[config.mk]
export PLATFORM = sky130hd
export DESIGN_NAME = cpu_trace_emitter
export DESIGN_NICKNAME = d
export VERILOG_FILES = /design/src/rtl/cpu_trace_pkg.sv /design/src/rtl/trace_hex_ascii.sv /design/src/rtl/cpu_trace_emitter.sv
export SDC_FILE = /design/constraint.sdc
export NUM_CORES = 1
export LEC_CHECK = 0
export CAP_MARGIN = 15
export CORE_ASPECT_RATIO = 0.6
export CORE_MARGIN = 8
export CORE_UTILIZATION = 53
export CTS_CLUSTER_SIZE = 28
export DETAILED_ROUTE_END_ITERATION = 6
export GPL_TIMING_DRIVEN = 0
export MAX_ROUTING_LAYER = met4
export PLACE_DENSITY = 0.81
export SLEW_MARGIN = 20
export SYNTH_ARGS = -nofsm -noshare
export SYNTH_HDL_FRONTEND = slang
export SYNTH_SLANG_ARGS = --single-unit
[constraint.sdc]
create_clock -name clk -period 16.8 [get_ports clk]
set_input_delay 3.36 -clock clk [delete_from_list [all_inputs] [get_ports clk]]
set_output_delay 3.36 -clock clk [all_outputs]
set_load 0.02 [all_outputs]
[src/rtl/cpu_trace_pkg.sv]
// Shared definitions for the CPU retire-trace emitter: FSM state encoding,
// ASCII constants of the trace line grammar and small character helpers.
// Optional feature macro: CPU_TRACE_SPACES_EN (adds the three single spaces).
package cpu_trace_pkg;

  typedef enum logic [3:0] {
    ST_IDLE  = 4'd0,
    ST_CARET = 4'd1,
    ST_TIME  = 4'd2,
    ST_AT    = 4'd3,
    ST_PC    = 4'd4,
    ST_COLON = 4'd5,
    ST_SP1   = 4'd6,
    ST_MARK  = 4'd7,
    ST_REG   = 4'd8,
    ST_ADDR  = 4'd9,
    ST_SP2   = 4'd10,
    ST_LT    = 4'd11,
    ST_EQ    = 4'd12,
    ST_SP3   = 4'd13,
    ST_DATA  = 4'd14,
    ST_HASH  = 4'd15
  } trace_state_e;

  localparam logic [7:0] CH_NUL    = 8'h00;
  localparam logic [7:0] CH_CARET  = 8'h5E;
  localparam logic [7:0] CH_AT     = 8'h40;
  localparam logic [7:0] CH_COLON  = 8'h3A;
  localparam logic [7:0] CH_DOLLAR = 8'h24;
  localparam logic [7:0] CH_STAR   = 8'h2A;
  localparam logic [7:0] CH_LT     = 8'h3C;
  localparam logic [7:0] CH_EQ     = 8'h3D;
  localparam logic [7:0] CH_HASH   = 8'h23;
  localparam logic [7:0] CH_SPACE  = 8'h20;
  localparam logic [7:0] CH_ZERO   = 8'h30;
  localparam logic [7:0] CH_NINE   = 8'h39;

  // Nibble idx of a 32-bit word, idx 0 being the least significant nibble.
  function automatic logic [3:0] nibble_of(input logic [31:0] w, input logic [2:0] idx);
    return w[{idx, 2'b00} +: 4];
  endfunction

  // BCD digit idx of the time field (idx 0 = most significant), clamped to '9'.
  function automatic logic [7:0] time_digit(input logic [15:0] t, input logic [1:0] idx);
    logic [3:0] nib;
    nib = t[{~idx, 2'b00} +: 4];
    return (nib > 4'd9) ? CH_NINE : {4'h3, nib};
  endfunction

  // Tens digit of a register number 0-31.
  function automatic logic [1:0] reg_tens(input logic [4:0] r);
    if (r >= 5'd30)      return 2'd3;
    else if (r >= 5'd20) return 2'd2;
    else if (r >= 5'd10) return 2'd1;
    else                 return 2'd0;
  endfunction

  // Ones digit of a register number 0-31 as ASCII.
  function automatic logic [7:0] reg_ones_char(input logic [4:0] r);
    logic [4:0] ones;
    case (reg_tens(r))
      2'd3:    ones = r - 5'd30;
      2'd2:    ones = r - 5'd20;
      2'd1:    ones = r - 5'd10;
      default: ones = r;
    endcase
    return CH_ZERO + {3'b000, ones};
  endfunction

endpackage

[src/rtl/trace_hex_ascii.sv]
// Converts one 4-bit nibble into its lowercase ASCII hex character.
module trace_hex_ascii (
  input  logic [3:0] nibble,
  output logic [7:0] ascii
);

  // '0'-'9' for 0-9, 'a'-'f' for 10-15.
  always_comb begin
    if (nibble < 4'd10) ascii = 8'h30 + {4'h0, nibble};
    else                ascii = 8'h57 + {4'h0, nibble};
  end

endmodule

[src/rtl/cpu_trace_emitter.sv]
// Serialises CPU retire events into ASCII trace lines, one character per
// cycle: "^T@P: $R <= D#" for register writes, "^T@P: *A <= D#" for memory
// writes. Spaces are present only when CPU_TRACE_SPACES_EN is defined.
module cpu_trace_emitter
  import cpu_trace_pkg::*;
(
  input  logic        clk,
  input  logic        reset,
  input  logic        ev_valid,
  output logic        ev_ready,
  input  logic        ev_is_mem,
  input  logic [15:0] ev_time_bcd,
  input  logic [31:0] ev_pc,
  input  logic [4:0]  ev_reg,
  input  logic [31:0] ev_addr,
  input  logic [31:0] ev_data,
  output logic [7:0]  char,
  output logic        char_valid
);

`ifdef CPU_TRACE_SPACES_EN
  localparam bit SPACES_EN = 1'b1;
`else
  localparam bit SPACES_EN = 1'b0;
`endif

  trace_state_e state_q, state_d;
  logic [2:0]   cnt_q, cnt_d;
  logic [7:0]   char_q, char_d;
  logic         char_valid_q, char_valid_d;
  logic         is_mem_q, is_mem_d;
  logic [15:0]  time_q, time_d;
  logic [31:0]  pc_q, pc_d;
  logic [4:0]   reg_q, reg_d;
  logic [31:0]  addr_q, addr_d;
  logic [31:0]  data_q, data_d;

  logic         accept;
  logic [1:0]   time_start;
  logic [31:0]  hex_word;
  logic [2:0]   hex_idx;
  logic [3:0]   hex_nib;
  logic [7:0]   hex_char;
  logic [7:0]   mark_char;
  logic [7:0]   reg_first_char;

  assign ev_ready   = (state_q == ST_IDLE) || (state_q == ST_HASH);
  assign accept     = ev_valid && ev_ready;
  assign char       = char_q;
  assign char_valid = char_valid_q;

  assign mark_char      = is_mem_q ? CH_STAR : CH_DOLLAR;
  assign reg_first_char = (reg_tens(reg_q) != 2'd0) ? (CH_ZERO + {6'd0, reg_tens(reg_q)})
                                                     : reg_ones_char(reg_q);

  // First time digit to print: skip leading zeros but always keep the last digit.
  always_comb begin
    if (time_q[15:12] != 4'd0)     time_start = 2'd0;
    else if (time_q[11:8] != 4'd0) time_start = 2'd1;
    else if (time_q[7:4] != 4'd0)  time_start = 2'd2;
    else                           time_start = 2'd3;
  end

  // Pick the nibble the shared hex converter must render for the next character.
  always_comb begin
    hex_word = data_q;
    hex_idx  = 3'd7;
    case (state_q)
      ST_AT:   begin hex_word = pc_q;   hex_idx = 3'd7;         end
      ST_PC:   begin hex_word = pc_q;   hex_idx = 3'd6 - cnt_q; end
      ST_MARK: begin hex_word = addr_q; hex_idx = 3'd7;         end
      ST_ADDR: begin hex_word = addr_q; hex_idx = 3'd6 - cnt_q; end
      ST_DATA: begin hex_word = data_q; hex_idx = 3'd6 - cnt_q; end
      default: begin hex_word = data_q; hex_idx = 3'd7;         end
    endcase
    hex_nib = nibble_of(hex_word, hex_idx);
  end

  trace_hex_ascii u_hex (
    .nibble (hex_nib),
    .ascii  (hex_char)
  );

  // Next state, next character and event capture; state names the char on the wire.
  always_comb begin
    state_d      = state_q;
    cnt_d        = cnt_q;
    char_d       = CH_NUL;
    char_valid_d = 1'b1;
    is_mem_d     = is_mem_q;
    time_d       = time_q;
    pc_d         = pc_q;
    reg_d        = reg_q;
    addr_d       = addr_q;
    data_d       = data_q;

    if (accept) begin
      is_mem_d = ev_is_mem;
      time_d   = ev_time_bcd;
      pc_d     = ev_pc;
      reg_d    = ev_reg;
      addr_d   = ev_addr;
      data_d   = ev_data;
    end

    case (state_q)
      ST_IDLE, ST_HASH: begin
        if (accept) begin
          state_d = ST_CARET;
          char_d  = CH_CARET;
        end else begin
          state_d      = ST_IDLE;
          char_valid_d = 1'b0;
        end
      end
      ST_CARET: begin
        state_d = ST_TIME;
        cnt_d   = 3'd0;
        char_d  = time_digit(time_q, time_start);
      end
      ST_TIME: begin
        if (cnt_q[1:0] == (2'd3 - time_start)) begin
          state_d = ST_AT;
          char_d  = CH_AT;
        end else begin
          cnt_d  = cnt_q + 3'd1;
          char_d = time_digit(time_q, time_start + cnt_q[1:0] + 2'd1);
        end
      end
      ST_AT: begin
        state_d = ST_PC;
        cnt_d   = 3'd0;
        char_d  = hex_char;
      end
      ST_PC: begin
        if (cnt_q == 3'd7) begin
          state_d = ST_COLON;
          char_d  = CH_COLON;
        end else begin
          cnt_d  = cnt_q + 3'd1;
          char_d = hex_char;
        end
      end
      ST_COLON: begin
        if (SPACES_EN) begin
          state_d = ST_SP1;
          char_d  = CH_SPACE;
        end else begin
          state_d = ST_MARK;
          char_d  = mark_char;
        end
      end
      ST_SP1: begin
        state_d = ST_MARK;
        char_d  = mark_char;
      end
      ST_MARK: begin
        cnt_d = 3'd0;
        if (is_mem_q) begin
          state_d = ST_ADDR;
          char_d  = hex_char;
        end else begin
          state_d = ST_REG;
          char_d  = reg_first_char;
        end
      end
      ST_REG, ST_ADDR: begin
        if ((state_q == ST_REG && reg_q >= 5'd10 && cnt_q == 3'd0) ||
            (state_q == ST_ADDR && cnt_q != 3'd7)) begin
          cnt_d  = cnt_q + 3'd1;
          char_d = (state_q == ST_REG) ? reg_ones_char(reg_q) : hex_char;
        end else if (SPACES_EN) begin
          state_d = ST_SP2;
          char_d  = CH_SPACE;
        end else begin
          state_d = ST_LT;
          char_d  = CH_LT;
        end
      end
      ST_SP2: begin
        state_d = ST_LT;
        char_d  = CH_LT;
      end
      ST_LT: begin
        state_d = ST_EQ;
        char_d  = CH_EQ;
      end
      ST_EQ: begin
        if (SPACES_EN) begin
          state_d = ST_SP3;
          char_d  = CH_SPACE;
        end else begin
          state_d = ST_DATA;
          cnt_d   = 3'd0;
          char_d  = hex_char;
        end
      end
      ST_SP3: begin
        state_d = ST_DATA;
        cnt_d   = 3'd0;
        char_d  = hex_char;
      end
      ST_DATA: begin
        if (cnt_q == 3'd7) begin
          state_d = ST_HASH;
          char_d  = CH_HASH;
        end else begin
          cnt_d  = cnt_q + 3'd1;
          char_d = hex_char;
        end
      end
      default: begin
        state_d      = ST_IDLE;
        cnt_d        = 3'd0;
        char_valid_d = 1'b0;
      end
    endcase
  end

  // Register FSM, outputs and captured event; reset drops any line in flight.
  always_ff @(posedge clk) begin
    if (reset) begin
      state_q      <= ST_IDLE;
      cnt_q        <= 3'd0;
      char_q       <= CH_NUL;
      char_valid_q <= 1'b0;
    end else begin
      state_q      <= state_d;
      cnt_q        <= cnt_d;
      char_q       <= char_d;
      char_valid_q <= char_valid_d;
      is_mem_q     <= is_mem_d;
      time_q       <= time_d;
      pc_q         <= pc_d;
      reg_q        <= reg_d;
      addr_q       <= addr_d;
      data_q       <= data_d;
    end
  end

endmodule
Yosys cells after proc, flatten, opt, wreduce, memory -nomap -nowiden
Index checks and enable logic that the tools add are counted.
- output and inout port bits: 10
- logic and storage cells: 132
- register bits: 134
- input port bits: 121
- reduce and logical (&&, ||, !) cells: 26
- order comparisons: 6
- equal/unequal tests: 31
- bitwise gates (word level): 3
- shift operators: 3
- mux-type cells: 40
- add/subtract/negate cells: 13
- operators by type and width (operator ; number):
    $pmux 8 s11 ; 1
    $pmux 32 s2 ; 1
    $mux 8 ; 6
    $pmux 4 s12 ; 1
    $eq 4x4->1 const B ; 8
    $shiftx 16x5->4 ; 2
    $shiftx 32x6->4 ; 1
    $pmux 5 s3 ; 2
    $mux 4 ; 7
    $mux 7 ; 3
    $eq 4x3->1 const B ; 4
    $reduce_bool 4->1 ; 4
    $add 6x5->7 const A ; 2
    $ne 2x2->1 const B ; 7
    $reduce_or 2->1 ; 7
    $mux 2 ; 6
    $mux 3 ; 4
    $pmux 3 s4 ; 1
    $ge 5x5->1 const B ; 2
    $mux 5 ; 2
    $sub 5x5->5 const B ; 2
    $add 7x4->8 const A ; 1
    $eq 2x2->1 const B ; 4
    $eq 4x2->1 const B ; 2
    28 further kinds ; 42

Longest topological paths before layout
Gate-level depths: netlist of the first run.
- depth after elaboration: 14
- mapped depth: 16
- mapped depth without buffers: 13

Cells and area by module
From an unflattened synthesis of the first run, not the netlist that was laid out.
- cells, all modules: 545
- area total of the unflattened synthesis: 6590.1 um2
- modules (own cells, without submodules) (module ; sequential area each (um2) ; cells each ; times used ; area each (um2)):
    cpu_trace_emitter ; 3863.7 ; 528 ; 1 ; 6481.2
    trace_hex_ascii ; 0.0 ; 17 ; 1 ; 108.9

Worst setup path after synthesis of the first run
No wires, ideal clock.
- kind: input port to flip-flop
- from: input reset
- to: register addr_q[0], enable pin
- required time: 16.036 ns
- path slack: 3.870 ns
- data arrival time: 12.166 ns
- stages: 2
- setup time: 0.764 ns
- buffers on the path: 1
- cell sequence: clkbuf_1 nor3b_1
- cells in the longest elaborated chain, start to end: 2
- RTL lines (item ; line ; source):
    start: declaration ; cpu_trace_emitter.sv:8 ; input logic reset,
    $not 1->1 (no line) ; - ;
    $reduce_and 2->1 (no line) ; - ;
    end signal: assignment ; cpu_trace_emitter.sv:236 ; addr_q <= addr_d;
    end: declaration ; cpu_trace_emitter.sv:35 ; logic [31:0] addr_q, addr_d;
Every way passes these cells.
A chain may end at the register's enable or synchronous reset.

Worst setup path in the final report of the first run
- from: register state_q[1]
- to: output ev_ready
- cells in the longest elaborated chain, start to end: 2
- elaborated cells between the ends (all ways): 3
- those cells by class: 1 x eq/ne; 2 x reduce/logical
- RTL lines (item ; line ; source):
    start: declaration ; cpu_trace_emitter.sv:27 ; trace_state_e state_q, state_d;
    start signal: assignment ; cpu_trace_emitter.sv:228 ; state_q <= state_d;
    $eq 4x4->1 / $logic_not 4->1 (equally long branches) ; cpu_trace_emitter.sv:47 ; assign ev_ready = (state_q == ST_IDLE) || (state_q == ST_HASH);
    $logic_or 1x1->1 * ; cpu_trace_emitter.sv:47 ;
    end: declaration ; cpu_trace_emitter.sv:10 ; output logic ev_ready,
Mark *: on every way between the ends. The rest lies on a longest branch, timed or not.

==> results.ini, run 1 <==
[routing]
drc=0
final_antenna_net_count=0
viasPerCell=6.587
avgRoutedWirePerCell_um=24.28
dr.pass1.iters=5
num_vias=6251
drt-total-wl_um=23040
drt_iter0_drc=802

[sta]
worst_hold_slack_ns=0.5420
max-slew-margin-rel=0.4229
setup_viol_count_final=0
fmax_mhz=140.0
final-max-slew-violation-count=0
finalCritPeriodShare=0.4251
final.setup.tns_ns=0
finalHoldViolations=0
worstMarginPinSlew_ns=0.8656
clock_skew_ns=0.009126
grt_setup_unrepaired=false
post-route-min-period_ns=7.142
setup_ws_ns=9.658

[cts]
clk_pin_slew_ns=0.06
clock_latency_ns=0.42
post_cts_resized=0
cts_tree=built
cts_hold_buf=0
clkSinkCount=133
htreeDepth=4
clockBufferDepth=2
root_buffer=clkbuf_16
cts_buffers=17
cts_setup_buffers=0

[global_routing]
grt_util_all_layers=0.2722
grt-ovfl-total=0
grt_pass1_wl_um=35510
grt_max_degree=17
grt_pass1_vias=6200
antenna_found_initial=0

[job]
cap_violations=0

[floorplan]
die_h_um=105.2
start_util=0.5449
dieArea_um2=17320
die_w_um=164.6
core_area_um2=12890
ios=131
rows=32

[yosys]
ys_ff_latch=133
seq_area_frac_synth=0.5471
ys_types=76
yosys_warnings=0
synth_common_cells=edfxtp_1 (118), a21oi_1 (40), o21ai_0 (35), nand2_1 (32), nor2_1 (28)
yosys_most_used_dff=edfxtp_1
synth.cell_area_um2=7025
synth_most_common_cell=edfxtp_1
synth_top_area_cell=edfxtp_1
synthCells=606
synth_top_area_share=0.5044
synthTopCellsByArea=edfxtp_1 (50%), dfxtp_1 (4.3%), a21oi_1 (2.8%)
synth_edf_count=118
postSynthAreaPerCell_um2=11.59
synthArstFlopShare=0
synthesis.nets=738

[worst_setup_path]
rr_worst_depth=15
critPathKind=flip-flop to output pin
critPathMaxFanout=10
rr_endpoint=char[1]
rr_startpoint=state_q[0]
arrival_ns=3.78
crit_path_start=state_q[1]
critPathLaunchType=flip-flop
worst_ep_required_time_ns=13.44
r2r_slack_ns=12.40
end_kind=output pin

[hold_path]
worstHoldPathCells=2
hp-class=flip-flop to flip-flop
hold_end=cnt_q[1]
min_from=cnt_q[1]

[power_and_ir_drop]
power.leakage_nw=3.129
powerDensity_nw_per_um2=124.7
peakVddDrop_uv=67.34

[layout]
syn_to_final_growth_pct=31.70
n_antenna_cell=0
drive_gt1_frac=0.1078
final.fill_count=902
nets=898
final_area_um2=9253

[placement]
place_area_um2=8636
dp_slack_ns=10.19
numPortBuffers=129
gp_congestion=0.9048
hpwl_um=17000

[status]
status=complete, no violations

==> metrics by stage <==
step                      power (W)  cells  utilization
after floorplan           0.0006437    606            -
after global placement    0.0007562    905       0.6616
after detailed placement  0.0007602    917       0.6698
after CTS                  0.001145    949       0.7168
after global routing       0.001193    949       0.7177
final                      0.001154    949       0.7177
==> state kept, by name, indices dropped and copies added (netlist names) <==
register,cells
char,7
data_q,32
pc_q,32
cnt_q,3
is_mem_q,1
addr_q,32
time_q,16
char_valid,1
state_q,4
reg_q,5
==> worst max-delay path by stage <==
| stage | to | slack [ns] | cells after the start |
|---|---|---|---|
| after floorplan | addr_q[0] | 3.87 | 2 |
| after global placement | data_q[10] | 0.81 | 3 |
| after detailed placement | ev_ready | 10.19 | 9 |
| after CTS | ev_ready | 9.73 | 9 |
| after global routing | ev_ready | 9.46 | 9 |
| final | ev_ready | 9.66 | 9 |
==> critical path: stages, from the launching register on <==
cell and delay [ns]:
dfxtp_1 0.33, buf_6 0.13, clkbuf_1 0.32, buf_2 0.30, clkbuf_1 0.39, buf_2 0.34
nor2_1 0.11, a32oi_1 0.56, inv_1 0.26, clkdlybuf4s50_1 0.61
==> area by class of cell <==
cell class	count	area, µm²	area share
tap	170	212.7	0.02299
timing repair buffer	141	1393	0.1505
clock inverter	15	180.2	0.01947
buffer	47	230.2	0.02488
clock buffer	17	425.4	0.04598
inverter	16	60.06	0.006491
multi-input combinational	410	2908	0.3143
sequential	133	3844	0.4154
==> where the power goes <==
| part | switching (W) | internal, W |
|---|---|---|
| Clock | 0.000159 | 0.000225 |
| Sequential | 0.0000212 | 0.000404 |
| Combinational | 0.000202 | 0.000143 |
| Total | 0.000382 | 0.000772 |
==> per-layer routing <==
metal,part of all wire,vias up,track usage
met4,0.012,0,0.05570
met5,0,-,-
li1,-,2728,-
met2,0.43,472,0.3811
met1,0.45,3012,0.3954
met3,0.12,39,0.06034
==> logic make-up (layout without fill, tap and decap cells) <==
logic type | after synthesis | in the layout | share of synthesized area
buf+inv | 63 | 236 | 0.04132
other cells | 1 | 1 | 0.0005338
xor+xnor | 7 | 7 | 0.008727
flops | 133 | 133 | 0.5471
mux | 28 | 28 | 0.04612
simple gates | 165 | 165 | 0.1357
fa+ha+maj | 11 | 11 | 0.01959
compound gates | 198 | 198 | 0.2009
==> placed cells by master (no fill, tap or decap), types with 6 or more instances in the layout <==
cell type / Yosys / routed
clkdlybuf4s50_1: 0 / 129
buf_4: 1 / 10
nand3_1: 14 / 14
a22o_1: 18 / 18
a211oi_1: 8 / 8
inv_1: 15 / 15
nor2_1: 28 / 28
nand4_1: 9 / 9
and2_1: 12 / 12
a22oi_1: 17 / 17
clkbuf_16: 0 / 17
a222oi_1: 8 / 8
and3_1: 6 / 6
nor2b_1: 13 / 13
dfxtp_1: 15 / 15
nor3_1: 6 / 6
edfxtp_1: 118 / 118
o21ai_0: 35 / 35
mux2i_1: 20 / 20
a21oi_1: 40 / 40
buf_2: 16 / 16
o221ai_1: 9 / 9
buf_6: 4 / 7
clkbuf_1: 21 / 21
nand2_1: 32 / 32
inv_6: 0 / 6
nand2b_1: 11 / 11
a31oi_1: 6 / 6
ha_1: 11 / 11
o22ai_1: 6 / 6
Power figures use the tool's default switching activity.
==> run 2, diff against run 1 <==
==> constraint.sdc (replaced) <==
create_clock -name clk -period 6.8 [get_ports clk]
set_input_delay 1.36 -clock clk [delete_from_list [all_inputs] [get_ports clk]]
set_output_delay 1.36 -clock clk [all_outputs]
set_load 0.02 [all_outputs]
==> results.ini, run 2 (synthesis gave the netlist of run 1 again) <==
[sta]
max-slew-margin-rel=0.3746  ; was 0.4229
grt_setup_unrepaired=false  ; unchanged
finalCritPeriodShare=0.7719
finalHoldViolations=0  ; unchanged
setup_ws_ns=1.551  ; was 9.658 ns
final-max-slew-violation-count=0  ; unchanged
setup_viol_count_final=0  ; unchanged
clock_skew_ns=0.008678  ; was 0.009126 ns
worstMarginPinSlew_ns=0.9295  ; was 0.8656 ns
post-route-min-period_ns=5.249
final.setup.tns_ns=0  ; unchanged
fmax_mhz=190.5

[cts]
post_cts_resized=0  ; unchanged
cts_hold_buf=0  ; unchanged
cts_setup_buffers=0  ; unchanged
cts_buffers=17  ; unchanged
clockBufferDepth=2  ; unchanged
htreeDepth=4  ; unchanged
root_buffer=clkbuf_16  ; unchanged
clkSinkCount=133  ; unchanged
clock_latency_ns=0.42  ; about the same
clk_pin_slew_ns=0.07  ; was 0.06 ns
cts_tree=built  ; unchanged

[floorplan]
ios=131  ; unchanged
rows=32  ; unchanged
dieArea_um2=17320  ; unchanged
die_w_um=164.6  ; unchanged
start_util=0.5449  ; unchanged
die_h_um=105.2  ; unchanged
core_area_um2=12890  ; unchanged

[worst_setup_path]
path_cells=buf_6 > clkbuf_1 > buf_2 > clkbuf_1 > buf_2 > nor2_1 > a32oi_1 > inv_1 > clkdlybuf4s50_1  ; unchanged
crit_family=buffers and inverters  ; unchanged
end_kind=output pin  ; unchanged
critPathKind=flip-flop to output pin  ; unchanged
critPathSlowestCell=a32oi_1  ; was clkdlybuf4s50_1
critPathMaxFanout=10  ; unchanged
worst_ep_required_time_ns=5.44  ; was 13.44 ns
critPathLaunchType=flip-flop  ; unchanged
crit_buf_inv=7  ; unchanged
worst_path_largest_cell_delay_ns=0.67  ; was 0.61 ns
arrival_ns=3.89  ; was 3.78 ns

[layout]
syn_to_final_growth_pct=31.40  ; was 31.70%
final_cell_mix=clkdlybuf4s50_1 (129), edfxtp_1 (118), a21oi_1 (40), o21ai_0 (35), nand2_1 (32)  ; unchanged
top_regs=addr_q: 32 flops, data_q: 32 flops, pc_q: 32 flops  ; unchanged
drive_gt1_frac=0.1021  ; was 0.1078
nets=893  ; was 898
final_common_cell=clkdlybuf4s50_1  ; unchanged
stdcell_count=944  ; was 949
n_antenna_cell=0  ; unchanged
final_util=0.7160  ; was 0.7177

[power_and_ir_drop]
peakVddDrop_uv=161.4  ; was 67.34 µV
powerDensity_nw_per_um2=302.5  ; was 124.7 nW/µm²
power.leakage_nw=3.111  ; was 3.129 nW
power_w=0.002792  ; was 0.001154 W

[global_routing]
grt_pass1_vias=5885  ; was 6200
grt_pass1_wl_um=32920  ; was 35510 µm
grt-ovfl-total=0  ; unchanged
grt_max_degree=20  ; was 17
antenna_found_initial=0  ; unchanged
grt_util_all_layers=0.2515  ; was 0.2722

[routing]
viasPerCell=6.479  ; was 6.587
num_vias=6116  ; was 6251
drt_iter0_drc=711  ; was 802
dr.pass1.iters=7  ; was 5
drc=6  ; was 0
avgRoutedWirePerCell_um=22.74  ; was 24.28 µm
final_antenna_net_count=0  ; unchanged
drt-total-wl_um=21460  ; was 23040 µm

[placement]
numPortBuffers=129  ; unchanged
dp.cells=912  ; was 917
hpwl_um=16020  ; was 17000 µm
gp_congestion=0.9398  ; was 0.9048
dp_slack_ns=2.124  ; was 10.19 ns

[status]
violations=DRC
status=finished with violations  ; was complete, no violations

[job]
cap_violations=0  ; unchanged

[hold_path]
hp-class=flip-flop to flip-flop  ; unchanged

-- run 2: cell count changes in the layout (fill, tap and decap cells not counted), moves of 2 or more --
cell / before / now
buf_4: 10 / 1
bufinv_16: 2 / 0
clkinv_4: 3 / 1
inv_8: 3 / 8
inv_6: 6 / 4
buf_6: 7 / 9
-- run 2: worst reg2reg max path, stage by stage (launching register included) --
cell	delay, ns
dfxtp_1	0.31
buf_6	0.13
nor4bb_1	0.28
clkbuf_1	0.37
o31a_1	0.28
buf_6	0.18
buf_6	0.18
buf_2	0.27
mux2i_1	0.27
nor2_1	0.07
a21oi_1	0.14
a21oi_1	0.08
o21ai_0	0.44
ha_1	0.35
mux2_2	0.27
o311a_1	0.36
a311oi_2	0.31
-- run 2: final cells by class --
class,count,area [µm²]
Tap cell,170,212.7
Inverter,16,60.06
Fill cell,925,3661
Clock inverter,15,155.1
Timing Repair Buffer,136,1390
Buffer,47,230.2
Multi-Input combinational cell,410,2914
Sequential cell,133,3844
Clock buffer,17,425.4
-- run 2: per-stage QoR --
stage          instance area [µm²]  hold WS (ns)
2_1_floorplan                 7030        0.4582
3_3_place_gp                  8534        0.4810
3_5_place_dp                  8640        0.4947
4_1_cts                       9220        0.5053
5_1_grt                       9231        0.5317
6_report                      9231        0.5025
-- run 2: routing by layer --
| layer | wire (µm) | GRT usage |
|---|---|---|
| met5 | 0 | - |
| met1 | 9719 | 0.3701 |
| met3 | 2627 | 0.06426 |
| met2 | 8875 | 0.3348 |
| met4 | 241 | 0.06402 |
-- run 2: final timing paths --
path	startpoint	to	slack (ns)	cells after the start
hold reg to reg	cnt_q[2]	cnt_q[2]	0.50	2
setup reg to reg	state_q[1]	char[1]	2.40	16
setup / recovery	state_q[1]	ev_ready	1.55	9
hold / removal	cnt_q[2]	cnt_q[2]	0.50	2
-- run 2: where the power goes --
group          leakage (nW)  internal (W)  switching [W]
clock                 0.291      0.000493       0.000412
sequential             1.21      0.000997      0.0000488
combinational          1.61      0.000355       0.000486
total                  3.11       0.00185       0.000947
